File: src/rtl/map_wram_pkg.sv
// Shared constants and protect-bit index helpers for the MMC6-style work-RAM guard.
package map_wram_pkg;

    localparam int unsigned PROT_W       = 8;
    localparam logic [3:0]  CTRL_RA_DEF  = 4'h8;
    localparam logic [3:0]  PROT_RA_DEF  = 4'hB;
    localparam int unsigned SST_CTRL_OFS = 0;
    localparam int unsigned SST_PROT_OFS = 1;

    // Banks pack into the top of the protect byte as {RE,WE} pairs.
    function automatic int unsigned prot_we_idx(input int unsigned i, input int unsigned banks);
        return (PROT_W - 2 * banks) + 2 * i;
    endfunction

    function automatic int unsigned prot_re_idx(input int unsigned i, input int unsigned banks);
        return (PROT_W - 2 * banks) + 2 * i + 1;
    endfunction

endpackage

File: src/rtl/wram_bank_dec.sv
// Per-bank chip-enable / write-strobe decode for one work-RAM bank.
module wram_bank_dec (
    input  logic i_hit,
    input  logic i_bank_match,
    input  logic i_prot_re,
    input  logic i_prot_we,
    input  logic i_wr_ok,
    output logic o_ce,
    output logic o_we
);

    // Write strobe needs only WE; a write-only bank still accepts stores.
    assign o_ce = i_hit & i_bank_match & i_prot_re;
    assign o_we = i_hit & i_bank_match & i_prot_we & i_wr_ok;

endmodule

File: src/rtl/map_wram_guard.sv
// Work-RAM window controller: mirrored 4KB window, per-bank RE/WE protection, power-up write lockout.
// Optional save-state port enabled by defining WRAM_SST_EN.
module map_wram_guard
    import map_wram_pkg::*;
#(
    parameter int unsigned BANKS      = 2,
    parameter int unsigned BANK_AW    = 9,
    parameter logic [3:0]  WIN_BASE   = 4'h7,
    parameter logic [3:0]  CTRL_RA    = CTRL_RA_DEF,
    parameter logic [3:0]  PROT_RA    = PROT_RA_DEF,
    parameter int unsigned MASTER_BIT = 5,
    parameter int unsigned LOCKOUT    = 4,
    parameter int unsigned SST_BASE   = 32,
    localparam int unsigned SRM_AW    = BANK_AW + $clog2(BANKS)
) (
    input  logic              i_clk,
    input  logic              i_rst,
    input  logic [15:0]       i_cpu_addr,
    input  logic [7:0]        i_cpu_data,
    input  logic              i_cpu_rw,
    input  logic              i_cpu_m2,
    input  logic              i_sst_act,
    input  logic              i_sst_we_reg,
    input  logic [7:0]        i_sst_addr,
    input  logic [7:0]        i_sst_dato,
    output logic [7:0]        o_sst_di,
    output logic              o_sst_hit,
    output logic              o_srm_ce,
    output logic              o_srm_oe,
    output logic              o_srm_we,
    output logic [SRM_AW-1:0] o_srm_addr,
    output logic              o_zero_oe,
    output logic [7:0]        o_ctrl_q,
    output logic [7:0]        o_prot_q
);

    localparam int unsigned BSEL_W = (BANKS > 1) ? $clog2(BANKS) : 1;
    localparam int unsigned LCW    = (LOCKOUT > 0) ? $clog2(LOCKOUT + 1) : 1;

    logic              r_m2_d;
    logic [7:0]        r_ctrl;
    logic [PROT_W-1:0] r_prot;
    logic [LCW-1:0]    r_lock;

    logic              w_fall;
    logic              w_hit;
    logic              w_wr_ok;
    logic              w_cpu_wr;
    logic [3:0]        w_ra;
    logic [BSEL_W-1:0] w_bank;
    logic [BANKS-1:0]  w_ce_v;
    logic [BANKS-1:0]  w_we_v;
    logic              w_sst_act;
    logic              w_sst_ctrl;
    logic              w_sst_prot;
    logic              w_unused;

    assign w_fall   = r_m2_d & ~i_cpu_m2;
    assign w_hit    = (i_cpu_addr[15:12] == WIN_BASE);
    assign w_ra     = {i_cpu_addr[15:13], i_cpu_addr[0]};
    assign w_cpu_wr = ~i_cpu_rw;
    assign w_wr_ok  = ~i_cpu_rw & i_cpu_m2 & (r_lock == '0);

    generate
        if (BANKS > 1) begin : g_bsel
            assign w_bank = i_cpu_addr[BANK_AW +: BSEL_W];
        end else begin : g_bsel_one
            assign w_bank = '0;
        end

        for (genvar g = 0; g < BANKS; g++) begin : g_bank
            wram_bank_dec u_dec (
                .i_hit        (w_hit),
                .i_bank_match (w_bank == BSEL_W'(g)),
                .i_prot_re    (r_prot[3'(prot_re_idx(g, BANKS))]),
                .i_prot_we    (r_prot[3'(prot_we_idx(g, BANKS))]),
                .i_wr_ok      (w_wr_ok),
                .o_ce         (w_ce_v[g]),
                .o_we         (w_we_v[g])
            );
        end
    endgenerate

    assign o_srm_ce   = |w_ce_v;
    assign o_srm_we   = |w_we_v;
    assign o_srm_oe   = i_cpu_rw;
    assign o_zero_oe  = w_hit & i_cpu_rw & ~o_srm_ce;
    assign o_srm_addr = i_cpu_addr[SRM_AW-1:0];
    assign o_ctrl_q   = r_ctrl;
    assign o_prot_q   = r_prot;

`ifdef WRAM_SST_EN
    assign w_sst_act  = i_sst_act;
    assign w_sst_ctrl = i_sst_we_reg & (i_sst_addr == 8'(SST_BASE + SST_CTRL_OFS));
    assign w_sst_prot = i_sst_we_reg & (i_sst_addr == 8'(SST_BASE + SST_PROT_OFS));
    assign w_unused   = ^i_cpu_addr;

    // Save-state readback of ctrl/prot.
    always_comb begin
        o_sst_hit = 1'b0;
        o_sst_di  = 8'hFF;
        if (i_sst_addr == 8'(SST_BASE + SST_CTRL_OFS)) begin
            o_sst_hit = 1'b1;
            o_sst_di  = r_ctrl;
        end else if (i_sst_addr == 8'(SST_BASE + SST_PROT_OFS)) begin
            o_sst_hit = 1'b1;
            o_sst_di  = r_prot;
        end
    end
`else
    assign w_sst_act  = 1'b0;
    assign w_sst_ctrl = 1'b0;
    assign w_sst_prot = 1'b0;
    assign o_sst_hit  = 1'b0;
    assign o_sst_di   = 8'hFF;
    assign w_unused   = ^{i_cpu_addr, i_sst_act, i_sst_we_reg, i_sst_addr, i_sst_dato};
`endif

    // All register state advances only on an M2 falling edge.
    always_ff @(posedge i_clk) begin
        if (i_rst) begin
            r_m2_d <= 1'b0;
            r_ctrl <= '0;
            r_prot <= '0;
            r_lock <= LCW'(LOCKOUT);
        end else begin
            r_m2_d <= i_cpu_m2;
            if (w_fall) begin
                if (r_lock != '0) begin
                    r_lock <= r_lock - 1'b1;
                end
                if (w_sst_act) begin
                    if (w_sst_ctrl) r_ctrl <= i_sst_dato;
                    if (w_sst_prot) r_prot <= i_sst_dato;
                end else begin
                    if (w_cpu_wr && (w_ra == CTRL_RA)) r_ctrl <= i_cpu_data;
                    // Master-off clears protect using the pre-write ctrl value.
                    if (!r_ctrl[MASTER_BIT]) begin
                        r_prot <= '0;
                    end else if (w_cpu_wr && (w_ra == PROT_RA)) begin
                        r_prot <= i_cpu_data;
                    end
                end
            end
        end
    end

endmodule

File: config.mk
export PLATFORM = sky130hd
export DESIGN_NAME = map_wram_guard
export DESIGN_NICKNAME = d
export VERILOG_FILES = /design/src/rtl/map_wram_pkg.sv /design/src/rtl/wram_bank_dec.sv /design/src/rtl/map_wram_guard.sv
export SDC_FILE = /design/constraint.sdc
export NUM_CORES = 1
export LEC_CHECK = 0
export BUFFER_PORTS_ARGS = -buffer_cell sky130_fd_sc_hd__buf_2
export CORE_MARGIN = 3
export CORE_UTILIZATION = 35
export DETAILED_ROUTE_END_ITERATION = 16
export PLACE_DENSITY = 0.73
export SYNTH_ARGS = -nofsm -noshare
export SYNTH_HDL_FRONTEND = slang
export SYNTH_SLANG_ARGS = --single-unit
File: constraint.sdc
create_clock -name i_clk -period 2.1 [get_ports i_clk]
set_input_delay 0.42 -clock i_clk [delete_from_list [all_inputs] [get_ports i_clk]]
set_output_delay 0.42 -clock i_clk [all_outputs]
set_load 0.03 [all_outputs]
==> flow_metrics.py, run 1 <==
metrics = {
    "outcome": {
        "status": "complete, no violations",
    },
    "timing": {
        "clock_skew_ps": 12.0,
        "finalCriticalPeriod_ps": 1920,
        "drv_slew": 0,
        "max_freq_mhz": 522,
        "hold_violations": 0,
        "rsz0062_at_grt": "false",
        "hold_ws_ps": 348,
        "finalCritPeriodShare": 0.912,
        "setup_viol_count_final": 0,
        "final.setup.tns_ps": 0,
    },
    "detailed_routing": {
        "wire_per_inst_um": 11.6,
        "wl_um": 2300,
        "drtIter0Drc": 17,
        "drc_errors": 0,
        "dr.pass1.iters": 4,
        "viasPerCell": 4.40,
        "vias": 872,
        "final_antenna_net_count": 0,
    },
    "grt": {
        "grt_pass1_vias": 840,
        "antenna_found_initial": 0,
        "grt_util_all_layers": 0.114,
        "grt_max_degree": 18,
        "grt_pass1_wl_um": 3730,
        "grt_overflow": 0,
    },
    "clocking": {
        "cts_buffers": 3,
        "htree_levels": 1,
        "path_clk_slew_ps": 120,
        "cts_tree": "yes",
        "root_buffer": "clkbuf_4",
        "cts_post_setup_buffers_inserted": 0,
        "worst_skew_pair.late_latency_ps": 300,
        "ctsLongestPathBuffers": 2,
        "clock-sinks": 20,
    },
    "layout": {
        "nNetsFinal": 203,
        "instances_no_fill": 198,
        "antenna_cells": 0,
        "final_area_um2": 1340,
        "seq_area_um2": 400,
        "drive_above_1_share": 0.344,
        "final_common_cell": "buf_2",
        "final_util": 0.429,
        "multi_input_area_um2": 597,
        "fillers": 319,
        "area_growth_pct": 13.3,
        "final_cell_mix": "buf_2, dfxtp_1, mux2i_1, nand2b_1, nand3b_1",
    },
    "run": {
        "drv_cap": 0,
    },
    "place": {
        "placed_area_um2": 1290,
        "io_buffers": 39,
        "gp_congestion": 0.717,
        "hpwl_um": 1760,
        "dp_cells": 194,
    },
    "synthesis": {
        "synth_cell_types": 25,
        "yosys_warnings": 0,
        "synth_top_area_frac": 0.338,
        "syn_area_um2": 1180,
        "synth_area_per_cell_um2": 9.10,
        "yosysSeqAreaShare": 0.338,
        "ys_seq_elements": 20,
        "synthTopCellsByArea": "dfxtp_1, buf_4, mux2i_1",
        "syn_inst": 130,
        "yosys.area.top_type": "dfxtp_1",
    },
    "power_and_ir_drop": {
        "p_leak_uw": 0.000635,
        "power.density_nw_per_um2": 591,
        "p_int_uw": 613,
        "pwr-share-clk": 0.392,
        "switching_share": 0.228,
        "p_comb_frac": 0.121,
        "seqPwrFrac": 0.487,
        "max-vdd-ir-drop_v": 0.000420,
        "p_sw_uw": 181,
    },
    "worst_setup_path": {
        "cp.required_ps": 1680,
        "cp_data_arrival_time_ps": 1500,
        "worstPathMaxFanout": 5,
        "worst-setup-path-type": "reg -> out",
        "rrSetupSlack_ps": 610,
        "cp-start-kind": "flop",
        "endpoint_kind": "output port",
        "r2r_start": "r_m2_d$_SDFF_PP0_",
        "r2r_cells": 3,
        "timing.rr.end": "o_prot_q[4]$_SDFFE_PP0P_",
    },
    "floorplan": {
        "coreArea_um2": 3130,
        "die_height_um": 64.2,
        "ios": 85,
        "die_x_um": 64.2,
        "rows": 20,
        "die_area_um2": 4120,
        "start_util": 0.378,
    },
    "hold_path": {
        "min_path_type": "in -> reg",
        "min_path_cells": 3,
        "min_from": "i_cpu_data[5]",
        "min_to": "o_prot_q[5]$_SDFFE_PP0P_",
    },
}
-- metrics by stage --
stage | total power [uW] | setup slack (ps)
after global placement | 490 | 245
after CTS | 806 | 65.2
after floorplan | 503 | 345
after global routing | 825 | 29.3
final | 793 | 184
after detailed placement | 490 | 252
-- flip-flops by register name, indices dropped and copies added, names as in the netlist --
register	count
o_prot_q	8
r_lock	3
o_ctrl_q	8
r_m2_d	1
-- Yosys cell counts (all sizes together) --
| library cell | n |
|---|---|
| mux2i | 16 |
| a21oi | 2 |
| clkbuf | 5 |
| nand3b | 10 |
| or4b | 1 |
| or3b | 1 |
| a211o | 1 |
| nor3 | 2 |
| dfxtp | 20 |
| nor2 | 3 |
| conb | 2 |
| mux2 | 2 |
| inv | 3 |
| ha | 2 |
| nand2 | 9 |
| o21ai | 2 |
| nand4b | 2 |
| buf | 25 |
| nor2b | 4 |
| or4 | 1 |
| or3 | 2 |
| nand2b | 15 |
-- area by class of cell --
cell class	count	area share
multi-input combinational	84	0.445
sequential	20	0.299
clock buffer	3	0.0168
clock inverter	1	0.0224
inverter	3	0.00840
tap	44	0.0410
timing repair buffer	43	0.168
-- power groups by stage --
| stage | logic, uW | clock network, uW | registers, uW |
|---|---|---|---|
| after floorplan | 108 | 0 | 395 |
| after global placement | 94.8 | 0 | 395 |
| after detailed placement | 95.3 | 0 | 395 |
| after CTS | 95.9 | 323 | 387 |
| after global routing | 104 | 333 | 388 |
| final | 96.0 | 311 | 387 |
-- worst max path at each step --
stage | start | endpoint | slack, ps
global route | r_lock[0]$_SDFFE_PP0P_ | o_srm_we | 30
floorplan | i_cpu_addr[13] | o_ctrl_q[5]$_SDFFE_PP0P_ | 350
CTS | r_lock[0]$_SDFFE_PP0P_ | o_srm_we | 70
finish | r_lock[0]$_SDFFE_PP0P_ | o_srm_we | 180
detailed placement | i_cpu_addr[13] | o_ctrl_q[0]$_SDFFE_PP0P_ | 250
global placement | i_cpu_addr[13] | o_ctrl_q[0]$_SDFFE_PP0P_ | 250
-- cell families after synthesis --
logic type,Yosys count,synth area share
compound gates,5,0.0243
simple gates,50,0.271
other cells,2,0.00634
buf+inv,33,0.182
mux,18,0.157
fa+ha+maj,2,0.0211
flops,20,0.338
-- repair_timing --
| item | 4_1_cts | 5_1_grt |
|---|---|---|
| setup endpoints to repair | 0 | 1 |
| hold buffers | 0 | 0 |
| gates resized for setup | 0 | 1 |
-- routing by layer --
layer / track usage / vias to the layer above / part of all wire
li1: - / 446 / -
met1: 0.136 / 378 / 0.45
met2: 0.182 / 44 / 0.42
met3: 0.0492 / 4 / 0.12
met4: 0.0422 / 0 / 0.014
met5: 0 / - / 0
-- critical path: stages, from the launching register on --
cell and delay [ps]:
dfxtp_1 330, inv_1 70, ha_1 170, nor2b_2 210, nand4b_1 110, nor2_1 110
buf_2 200
(Power assumes the default switching activity.)
==> run 2, diff against run 1 <==
Settings changed: MAX_ROUTING_LAYER set to met4.
==> run 2 against run 1 <==
Effect of this change: worst setup slack about the same; clock-buffer cell count unchanged; register-to-register slack about the same; clock power about the same; critical path depth unchanged; non-clock buffer count unchanged.
==> flow_metrics.py, run 2 (same netlist as run 1, synthesis figures left out) <==
metrics = {
    "floorplan": {
        "coreArea_um2": 3130,
        "rows": 20,
        "die_height_um": 64.2,
        "die_x_um": 64.2,
        "ios": 85,
        "start_util": 0.378,
        "die_area_um2": 4120,
    },
    "timing": {
        "hold_violations": 0,
        "drv_slew": 0,
        "finalCriticalPeriod_ps": 1920,
        "final.setup.tns_ps": 0,
        "max_freq_mhz": 522,
        "setup_viol_count_final": 0,
        "rsz0062_at_grt": "false",
        "finalCritPeriodShare": 0.912,
        "clock_skew_ps": 11.1,
    },
    "worst_setup_path": {
        "worst-setup-path-type": "reg -> out",
        "worstPathMaxFanout": 5,
        "cp_data_arrival_time_ps": 1500,
        "r2r_cells": 3,
        "cp.required_ps": 1680,
        "cp-start-kind": "flop",
        "endpoint_kind": "output port",
    },
    "place": {
        "hpwl_um": 1760,
        "io_buffers": 39,
        "gp_congestion": 0.725,
    },
    "grt": {
        "grt_util_all_layers": 0.118,
        "grt_pass1_wl_um": 3730,
        "grt_pass1_vias": 841,
        "grt_overflow": 0,
        "grt_max_degree": 18,
        "antenna_found_initial": 0,
    },
    "layout": {
        "area_growth_pct": 13.3,
        "drive_above_1_share": 0.344,
        "nNetsFinal": 203,
        "final_common_cell": "buf_2",
        "antenna_cells": 0,
        "final_cell_mix": "buf_2, dfxtp_1, mux2i_1, nand2b_1, nand3b_1",
        "fillers": 319,
    },
    "hold_path": {
        "min_path_type": "in -> reg",
        "min_path_cells": 3,
    },
    "detailed_routing": {
        "final_antenna_net_count": 0,
        "wl_um": 2290,
        "vias": 871,
        "drc_errors": 0,
        "dr.pass1.iters": 4,
        "wire_per_inst_um": 11.6,
        "viasPerCell": 4.40,
        "drtIter0Drc": 17,
    },
    "run": {
        "drv_cap": 0,
    },
    "power_and_ir_drop": {
        "power.density_nw_per_um2": 592,
        "total_power_uw": 794,
        "max-vdd-ir-drop_v": 0.000420,
        "p_leak_uw": 0.000635,
    },
    "clocking": {
        "clock-sinks": 20,
        "cts_tree": "yes",
        "htree_levels": 1,
        "path_clk_slew_ps": 120,
        "ctsLongestPathBuffers": 2,
        "cts_buffers": 3,
        "root_buffer": "clkbuf_4",
        "worst_skew_pair.late_latency_ps": 310,
    },
    "outcome": {
        "status": "complete, no violations",
    },
}
[run 2: cell type report]
class / count / area, um2 / area share
Clock buffer: 3 / 22.5 / 0.0168
Clock inverter: 1 / 30.0 / 0.0224
Inverter: 3 / 11.3 / 0.00840
Multi-Input combinational cell: 84 / 597 / 0.445
Sequential cell: 20 / 400 / 0.299
Tap cell: 44 / 55.1 / 0.0410
Timing Repair Buffer: 43 / 225 / 0.168
[run 2: routing by layer]
layer,routed length [um],part of all wire,up-vias,GRT usage
met1,1050,0.46,378,0.139
met4,31,0.014,0,0.0422
met3,256,0.11,4,0.0457
li1,-,-,446,-
met2,951,0.42,43,0.182
met5,0,0,-,-
[run 2: worst max-delay path, stage by stage (launching register included)]
cell and delay (ps):
dfxtp_1 330, inv_1 70, ha_1 170, nor2b_2 210, nand4b_1 110, nor2_1 110, buf_2 200
[run 2: where the power goes]
group          total (uW)  switching [uW]  internal, uW  leakage (uW)
Combinational        96.1            60.2          35.8      0.000445
Clock                 311             118           193     0.0000279
Sequential            387            2.86           384      0.000162
[run 2: what timing repair did]
| action | CTS | global route |
|---|---|---|
| gates resized for setup | 0 | 1 |
| endpoints found under the hold margin | 0 | 0 |
| hold buffers | 0 | 0 |
| setup endpoints to repair | 0 | 1 |
| setup buffers | 0 | 0 |
[run 2: worst paths after layout]
path | slack [ps] | from | end
hold / removal | 350 | i_cpu_data[5] | o_prot_q[5]$_SDFFE_PP0P_
hold reg to reg | 480 | o_ctrl_q[0]$_SDFFE_PP0P_ | o_ctrl_q[0]$_SDFFE_PP0P_
setup / recovery | 180 | r_lock[0]$_SDFFE_PP0P_ | o_srm_we
setup reg to reg | 610 | r_m2_d$_SDFF_PP0_ | o_prot_q[4]$_SDFFE_PP0P_
[run 2: through the flow]
stage          instance area (um2)  cells  setup WS (ps)   util  hold slack, ps
2_1_floorplan                 1210    137            345      -             454
3_3_place_gp                  1290    194            245  0.411             461
3_5_place_dp                  1290    194            252  0.411             461
4_1_cts                       1340    198           65.2  0.428             335
5_1_grt                       1340    198           29.3  0.429             335
6_report                      1340    198            185  0.429             349
